File: config.mk
export PLATFORM = sky130hd
export DESIGN_NAME = hazard_sb
export DESIGN_NICKNAME = d
export VERILOG_FILES = /design/src/rtl/hazard_pkg.sv /design/src/rtl/mdu_scoreboard.sv /design/src/rtl/hazard_sb.sv
export SDC_FILE = /design/constraint.sdc
export NUM_CORES = 1
export LEC_CHECK = 0
export BUFFER_PORTS_ARGS = -buffer_cell sky130_fd_sc_hd__buf_2
export CELL_PAD_IN_SITES_DETAIL_PLACEMENT = 0
export CELL_PAD_IN_SITES_GLOBAL_PLACEMENT = 2
export CORE_ASPECT_RATIO = 0.8
export CORE_MARGIN = 3
export CORE_UTILIZATION = 28
export CTS_CLUSTER_SIZE = 24
export DETAILED_ROUTE_END_ITERATION = 7
export GPL_ROUTABILITY_DRIVEN = 1
export GPL_TIMING_DRIVEN = 0
export PLACE_DENSITY_LB_ADDON = 0.1
export SLEW_MARGIN = 20
export SYNTH_ARGS = -nofsm -noshare
export SYNTH_HDL_FRONTEND = slang
export SYNTH_SLANG_ARGS = --single-unit
File: constraint.sdc
create_clock -name clk -period 3.24 [get_ports clk]
set_clock_uncertainty 0.2 [all_clocks]
set_input_delay 0.162 -clock clk [delete_from_list [all_inputs] [get_ports clk]]
set_output_delay 0.162 -clock clk [all_outputs]
set_load 0.03 [all_outputs]
File: src/rtl/hazard_pkg.sv
// Shared encodings for the hazard/forwarding unit and its MDU scoreboard.
package hazard_pkg;

  // Forwarding select codes (D stage uses all four, E stage uses RF/W/M).
  localparam logic [1:0] FWD_RF = 2'd0;
  localparam logic [1:0] FWD_W  = 2'd1;
  localparam logic [1:0] FWD_M  = 2'd2;
  localparam logic [1:0] FWD_E  = 2'd3;

  // Result-source codes carried by the E and M pipeline registers.
  localparam logic [1:0] REGSRC_ALU  = 2'd0;
  localparam logic [1:0] REGSRC_LOAD = 2'd1;
  localparam logic [1:0] REGSRC_LINK = 2'd2;

  // Width of the MDU latency down-counter; covers latencies up to 15.
  localparam int MDU_CNT_W = 4;

endpackage

File: src/rtl/mdu_scoreboard.sv
// Tracks the single outstanding MDU register write: counts down from issue
// to the write slot and remembers the destination register.
module mdu_scoreboard
  import hazard_pkg::*;
#(
  parameter int AW      = 5,
  parameter int MDU_LAT = 4
) (
  input  logic          clk,
  input  logic          rst,
  input  logic          mdu_startE,
  input  logic          kill,
  input  logic [AW-1:0] WAddrE,
  output logic          mdu_busy,
  output logic          mdu_wb,
  output logic [AW-1:0] mdu_waddr
);

  logic [MDU_CNT_W-1:0] cnt;

  // Latency counter and destination: kill beats a new issue, and a start
  // that arrives while a write is still outstanding is ignored.
  always_ff @(posedge clk or posedge rst) begin
    if (rst) begin
      cnt       <= '0;
      mdu_waddr <= '0;
    end else if (kill) begin
      cnt <= '0;
    end else if (mdu_startE && (cnt == '0)) begin
      cnt       <= MDU_CNT_W'(MDU_LAT);
      mdu_waddr <= WAddrE;
    end else if (cnt != '0) begin
      cnt <= cnt - 1'b1;
    end
  end

  assign mdu_busy = (cnt != '0);
  assign mdu_wb   = (cnt == MDU_CNT_W'(1));

  // A second issue while busy should be impossible because D is held by
  // the structural stall; flag it if the surrounding control ever does it.
  startWhileBusy : assert property (@(posedge clk) disable iff (rst)
                                    !(mdu_startE && !kill && (cnt != '0)));

endmodule

File: src/rtl/hazard_sb.sv
// Hazard detection and forwarding for the 5-stage pipeline, with an MDU
// write scoreboard and a saturating stall-cycle counter.
module hazard_sb
  import hazard_pkg::*;
#(
  parameter int AW      = 5,
  parameter int MDU_LAT = 4,
  parameter int CNT_W   = 16
) (
  input  logic             clk,
  input  logic             rst,
  input  logic [AW-1:0]    RAddr1D,
  input  logic [AW-1:0]    RAddr2D,
  input  logic             useRsD,
  input  logic             useRtD,
  input  logic             npc_selD,
  input  logic             jumpD,
  input  logic             mduD,
  input  logic [AW-1:0]    WAddrE,
  input  logic [AW-1:0]    WAddrM,
  input  logic [AW-1:0]    WAddrW,
  input  logic             regwriteE,
  input  logic             regwriteM,
  input  logic             regwriteW,
  input  logic [1:0]       regsrcE,
  input  logic [1:0]       regsrcM,
  input  logic [AW-1:0]    RAddr1E,
  input  logic [AW-1:0]    RAddr2E,
  input  logic [AW-1:0]    RAddr2M,
  input  logic             mdu_startE,
  input  logic             kill,
  output logic             stall,
  output logic             flushE,
  output logic [2:0]       stall_cause,
  output logic             mdu_busy,
  output logic             mdu_wb,
  output logic [AW-1:0]    mdu_waddr,
  output logic [1:0]       ForwardrsD,
  output logic [1:0]       ForwardrtD,
  output logic [1:0]       ForwardrsE,
  output logic [1:0]       ForwardrtE,
  output logic             ForwardrtM,
  output logic [CNT_W-1:0] stall_cnt
);

  // True when a source register is produced by a writer; $0 never matches.
  function automatic logic hit(input logic [AW-1:0] src,
                               input logic [AW-1:0] dst,
                               input logic          we);
    return we && (dst != '0) && (src == dst);
  endfunction

  logic loadStall;
  logic brStall;
  logic jrStall;
  logic mduStall;
  logic eAluRs;
  logic eAluRt;
  logic mLoadRs;
  logic mLoadRt;

  mdu_scoreboard #(
    .AW      (AW),
    .MDU_LAT (MDU_LAT)
  ) uScoreboard (
    .clk        (clk),
    .rst        (rst),
    .mdu_startE (mdu_startE),
    .kill       (kill),
    .WAddrE     (WAddrE),
    .mdu_busy   (mdu_busy),
    .mdu_wb     (mdu_wb),
    .mdu_waddr  (mdu_waddr)
  );

  // D-stage forwarding (branch compare / jr target): youngest producer wins.
  always_comb begin
    ForwardrsD = FWD_RF;
    if (hit(RAddr1D, WAddrE, regwriteE))      ForwardrsD = FWD_E;
    else if (hit(RAddr1D, WAddrM, regwriteM)) ForwardrsD = FWD_M;
    else if (hit(RAddr1D, WAddrW, regwriteW)) ForwardrsD = FWD_W;

    ForwardrtD = FWD_RF;
    if (hit(RAddr2D, WAddrE, regwriteE))      ForwardrtD = FWD_E;
    else if (hit(RAddr2D, WAddrM, regwriteM)) ForwardrtD = FWD_M;
    else if (hit(RAddr2D, WAddrW, regwriteW)) ForwardrtD = FWD_W;
  end

  // E-stage ALU operand forwarding and M-stage store-data forwarding.
  always_comb begin
    ForwardrsE = FWD_RF;
    if (hit(RAddr1E, WAddrM, regwriteM))      ForwardrsE = FWD_M;
    else if (hit(RAddr1E, WAddrW, regwriteW)) ForwardrsE = FWD_W;

    ForwardrtE = FWD_RF;
    if (hit(RAddr2E, WAddrM, regwriteM))      ForwardrtE = FWD_M;
    else if (hit(RAddr2E, WAddrW, regwriteW)) ForwardrtE = FWD_W;

    ForwardrtM = hit(RAddr2M, WAddrW, regwriteW);
  end

  // Stall causes. Branch/jr compare in D, so a value still being computed
  // in E (other than a link address, which is known in D) or loaded in M
  // cannot be forwarded in time.
  always_comb begin
    loadStall = (regsrcE == REGSRC_LOAD) && (WAddrE != '0) &&
                ((useRsD && (RAddr1D == WAddrE)) ||
                 (useRtD && (RAddr2D == WAddrE)));

    eAluRs  = hit(RAddr1D, WAddrE, regwriteE) && (regsrcE != REGSRC_LINK);
    eAluRt  = hit(RAddr2D, WAddrE, regwriteE) && (regsrcE != REGSRC_LINK);
    mLoadRs = hit(RAddr1D, WAddrM, regwriteM) && (regsrcM == REGSRC_LOAD);
    mLoadRt = hit(RAddr2D, WAddrM, regwriteM) && (regsrcM == REGSRC_LOAD);

    brStall = npc_selD && (eAluRs || eAluRt || mLoadRs || mLoadRt);
    jrStall = jumpD && (eAluRs || mLoadRs);

    // Data dependency on the pending MDU result, or a second MDU op that
    // would need the single busy unit.
    mduStall = mdu_busy &&
               (hit(RAddr1D, mdu_waddr, useRsD) ||
                hit(RAddr2D, mdu_waddr, useRtD) ||
                mduD);

    stall       = loadStall || brStall || jrStall || mduStall;
    flushE      = stall;
    stall_cause = {mduStall, brStall || jrStall, loadStall};
  end

  // Performance counter of stalled cycles, saturating at all-ones.
  always_ff @(posedge clk or posedge rst) begin
    if (rst) begin
      stall_cnt <= '0;
    end else if (stall && (stall_cnt != '1)) begin
      stall_cnt <= stall_cnt + 1'b1;
    end
  end

endmodule

==> flow_summary_export.csv <==
group,metric,value,unit
status,status,"completed",
logic_synthesis,ys_top_cells_by_count,"xor2_1, dfrtp_1, xnor2_1",
setup_path,start_kind,"flop",
logic_synthesis,synth_seq_cells,25,
logic_synthesis,syn-num-nets,311,
grt,met1_usage,21.5,%
logic_synthesis,synth_ff_type,"dfrtp_1",
logic_synthesis,synthCells,252,
power_and_ir_drop,p_sw_share,48.4,%
layout,antennaDiodeCount,0,
clocking,clock_latency,0.27,ns
layout,area_delta_synth_final,27.5,%
clocking,cts_buffers,3,
layout,nFillCells,840,
grt,first_global_vias,2106,
logic_synthesis,syn_area_per_cell,9.02,um^2
timing,worst_pin_slew,0.942,ns
power_and_ir_drop,vdd_ir_drop_max,380,uV
power_and_ir_drop,internal_power,0.830,mW
clocking,cts_root_buf,"clkbuf_8",
timing,slew_headroom,36.8,%
die,core,0.00764,mm^2
logic_synthesis,yosys.area.top_type_share,27.5,%
route,wl,6810,um
power_and_ir_drop,p_comb_share,55.4,%
clocking,clock-sinks,25,
grt,gr-max-usage-layer,"met2",
setup_path,path_class,"flop to output pin",
route,routed_via_density,4.71,
setup_path,arrival,2.62,ns
grt,grt_first_pass_wirelength,10900,um
die,die_x,107,um
min_path,hp-class,"input pin to flop",
logic_synthesis,async_reset_ff_share,100,%
timing,tns,0,ns
route,wl_per_cell,15.3,um
timing,timing_hold_violations_final,0,
clocking,clk_pin_slew,0.10,ns
route,vias,2098,
setup_path,crit_fanout,10,
logic_synthesis,synth_edf_count,0,
route,drtAntennaViolNets,0,
placement,port_buffers,81,
placement,gp_congestion,0.784,
logic_synthesis,yosysMostFrequentCell,"xor2_1",
layout,drive_above_1_share,33.5,%
grt,track_usage,14.7,%
die,initial_core_util,29.8,%
power_and_ir_drop,p_leak,1.34,nW
die,dieArea,0.00924,mm^2
timing,finalCritPeriodShare,92.1,%
die,die_h,86.6,um
clocking,clk_path_buf_depth,2,
setup_path,endpoint_kind,"output pin",
run,maxCapViolCount,0,
die,io_pins,93,
grt,grt_max_degree,26,
route,first_pass_iters,4,
grt,use_met2,23.4,%
grt,overflow,0,
grt,grt.met3_usage,2.83,%
placement,place_area,0.00282,mm^2
logic_synthesis,yosysWarnings,0,
layout,stdcell_area,0.00290,mm^2
logic_synthesis,synth_area_leaders,"dfrtp_1, xor2_1, xnor2_1",
power_and_ir_drop,clockPowerShare,12.0,%
clocking,h-tree-depth,1,
timing,fmax,0.335,GHz
power_and_ir_drop,p_seq_share,32.6,%
logic_synthesis,ys_seq_area_share,27.5,%
layout,nets,400,
power_and_ir_drop,p_sw,0.778,mW
timing,setup_viol,0,
route,drt-initial-drc-count,53,
timing,drv_slew,0,
die,rows,28,
logic_synthesis,syn_area,0.00227,mm^2
logic_synthesis,yosysTopAreaCell,"dfrtp_1",
grt,antenna_found_initial,0,
timing,rsz0062_at_grt,"no",
power_and_ir_drop,pwr_density_cell,555,mW/mm^2
route,drc,0,
clocking,cts_tree,"yes",
timing,fin_crit,2.99,ns
logic_synthesis,ys_types,43,
setup_path,cp_data_required_time,2.88,ns
placement,dp_hpwl,5510,um
## path summary, 6_finish.rpt
kind                                                            from                                   end  slack [ns]  depth (start not counted)
max in group asynchronous                                        rst              stall_cnt[8]$_DFFE_PP0P_        2.09                          3
worst min-delay path                                       WAddrE[2]  uScoreboard.mdu_waddr[2]$_DFFE_PP0P_       0.004                          2
min in group asynchronous                                        rst        uScoreboard.cnt[3]$_DFFE_PP0P_        0.31                          3
worst max register to register  uScoreboard.mdu_waddr[1]$_DFFE_PP0P_              stall_cnt[6]$_DFFE_PP0P_        0.66                          7
worst min register to register              stall_cnt[7]$_DFFE_PP0P_              stall_cnt[7]$_DFFE_PP0P_        0.30                          1
worst max-delay path            uScoreboard.mdu_waddr[1]$_DFFE_PP0P_                                 stall        0.25                          8
## sequential cells by signal, summed over array words and instances, names as in the netlist
| register | cells |
|---|---|
| stall_cnt | 16 |
| uScoreboard.cnt | 4 |
| uScoreboard.mdu_waddr | 5 |
## timing repair
action / CTS / global route
setup endpoints to repair: 0 / 3
setup buffers: 0 / 0
resized for setup: 0 / 1
endpoints found under the hold margin: 30 / 0
hold buffers: 3 / 0
## critical path, stage by stage (launching register included)
cell and delay, ns:
dfrtp_1 0.46, or4_1 0.51, nor2_1 0.10, a21oi_1 0.06, o21ai_2 0.34, clkbuf_1 0.42
nand2_1 0.13, buf_4 0.15, buf_2 0.17
## placed cells by master (no fill, tap or decap), types with 4 or more instances in the layout
cell and n:
o21ai_0 4, dfrtp_1 25, xor2_1 53, nor3_1 4
xnor2_1 23, clkbuf_1 9, mux2_2 9, buf_2 84
or4_1 6, nand3_1 15, a211oi_1 6, inv_1 6
nor4_1 8, a21oi_1 9, nand2_1 13, nor2_1 12
## final cells by class
| type | instances | area, um^2 | share of cell area [%] |
|---|---|---|---|
| Tap cell | 105 | 131 | 4.53 |
| Multi-Input combinational cell | 203 | 1540 | 53.0 |
| Sequential cell | 25 | 626 | 21.6 |
| Timing Repair Buffer | 84 | 435 | 15.0 |
| Clock buffer | 3 | 41.3 | 1.42 |
| Clock inverter | 1 | 7.51 | 0.259 |
| Inverter | 7 | 26.3 | 0.907 |
| Buffer | 17 | 93.8 | 3.24 |
## stage by stage
step	cells	hold WS [ns]	util, %	power, mW	worst slack, ns
4_1_cts	445	0.00168	37.9	1.63	0.0203
2_1_floorplan	252	-0.0107	-	1.16	0.516
6_report	445	0.00436	37.9	1.61	0.254
3_3_place_gp	438	0.198	36.8	1.42	0.230
5_1_grt	445	0.000565	37.9	1.73	0.0853
3_5_place_dp	438	0.196	36.9	1.42	0.339
## routing by layer
layer,vias up,routed length (um),part of all wire [%]
met5,-,0,0
met4,0,15,0.22
met3,2,318,4.7
met2,51,3060,45
met1,987,3420,50
li1,1058,-,-
## cells by family (layout without fill, tap and decap cells)
| logic type | count (synthesis) | in the layout | share of synthesized area, % |
|---|---|---|---|
| adder cells (fa/ha/maj) | 3 | 3 | 1.65 |
| AND/OR/NAND/NOR | 78 | 78 | 19.1 |
| buffers and inverters | 24 | 112 | 5.29 |
| multiplexers | 10 | 10 | 5.12 |
| flip-flops | 25 | 25 | 27.5 |
| XOR/XNOR | 76 | 76 | 29.3 |
| AO/OA/AOI/OAI | 36 | 36 | 12.0 |
## power groups by stage
stage / logic (mW) / clock network [mW] / registers [mW]
3_3_place_gp: 0.891 / 0 / 0.531
3_5_place_dp: 0.891 / 0 / 0.532
6_report: 0.890 / 0.193 / 0.524
5_1_grt: 0.970 / 0.217 / 0.542
2_1_floorplan: 0.511 / 0 / 0.646
4_1_cts: 0.899 / 0.201 / 0.526
Power figures use the tool's default switching activity.
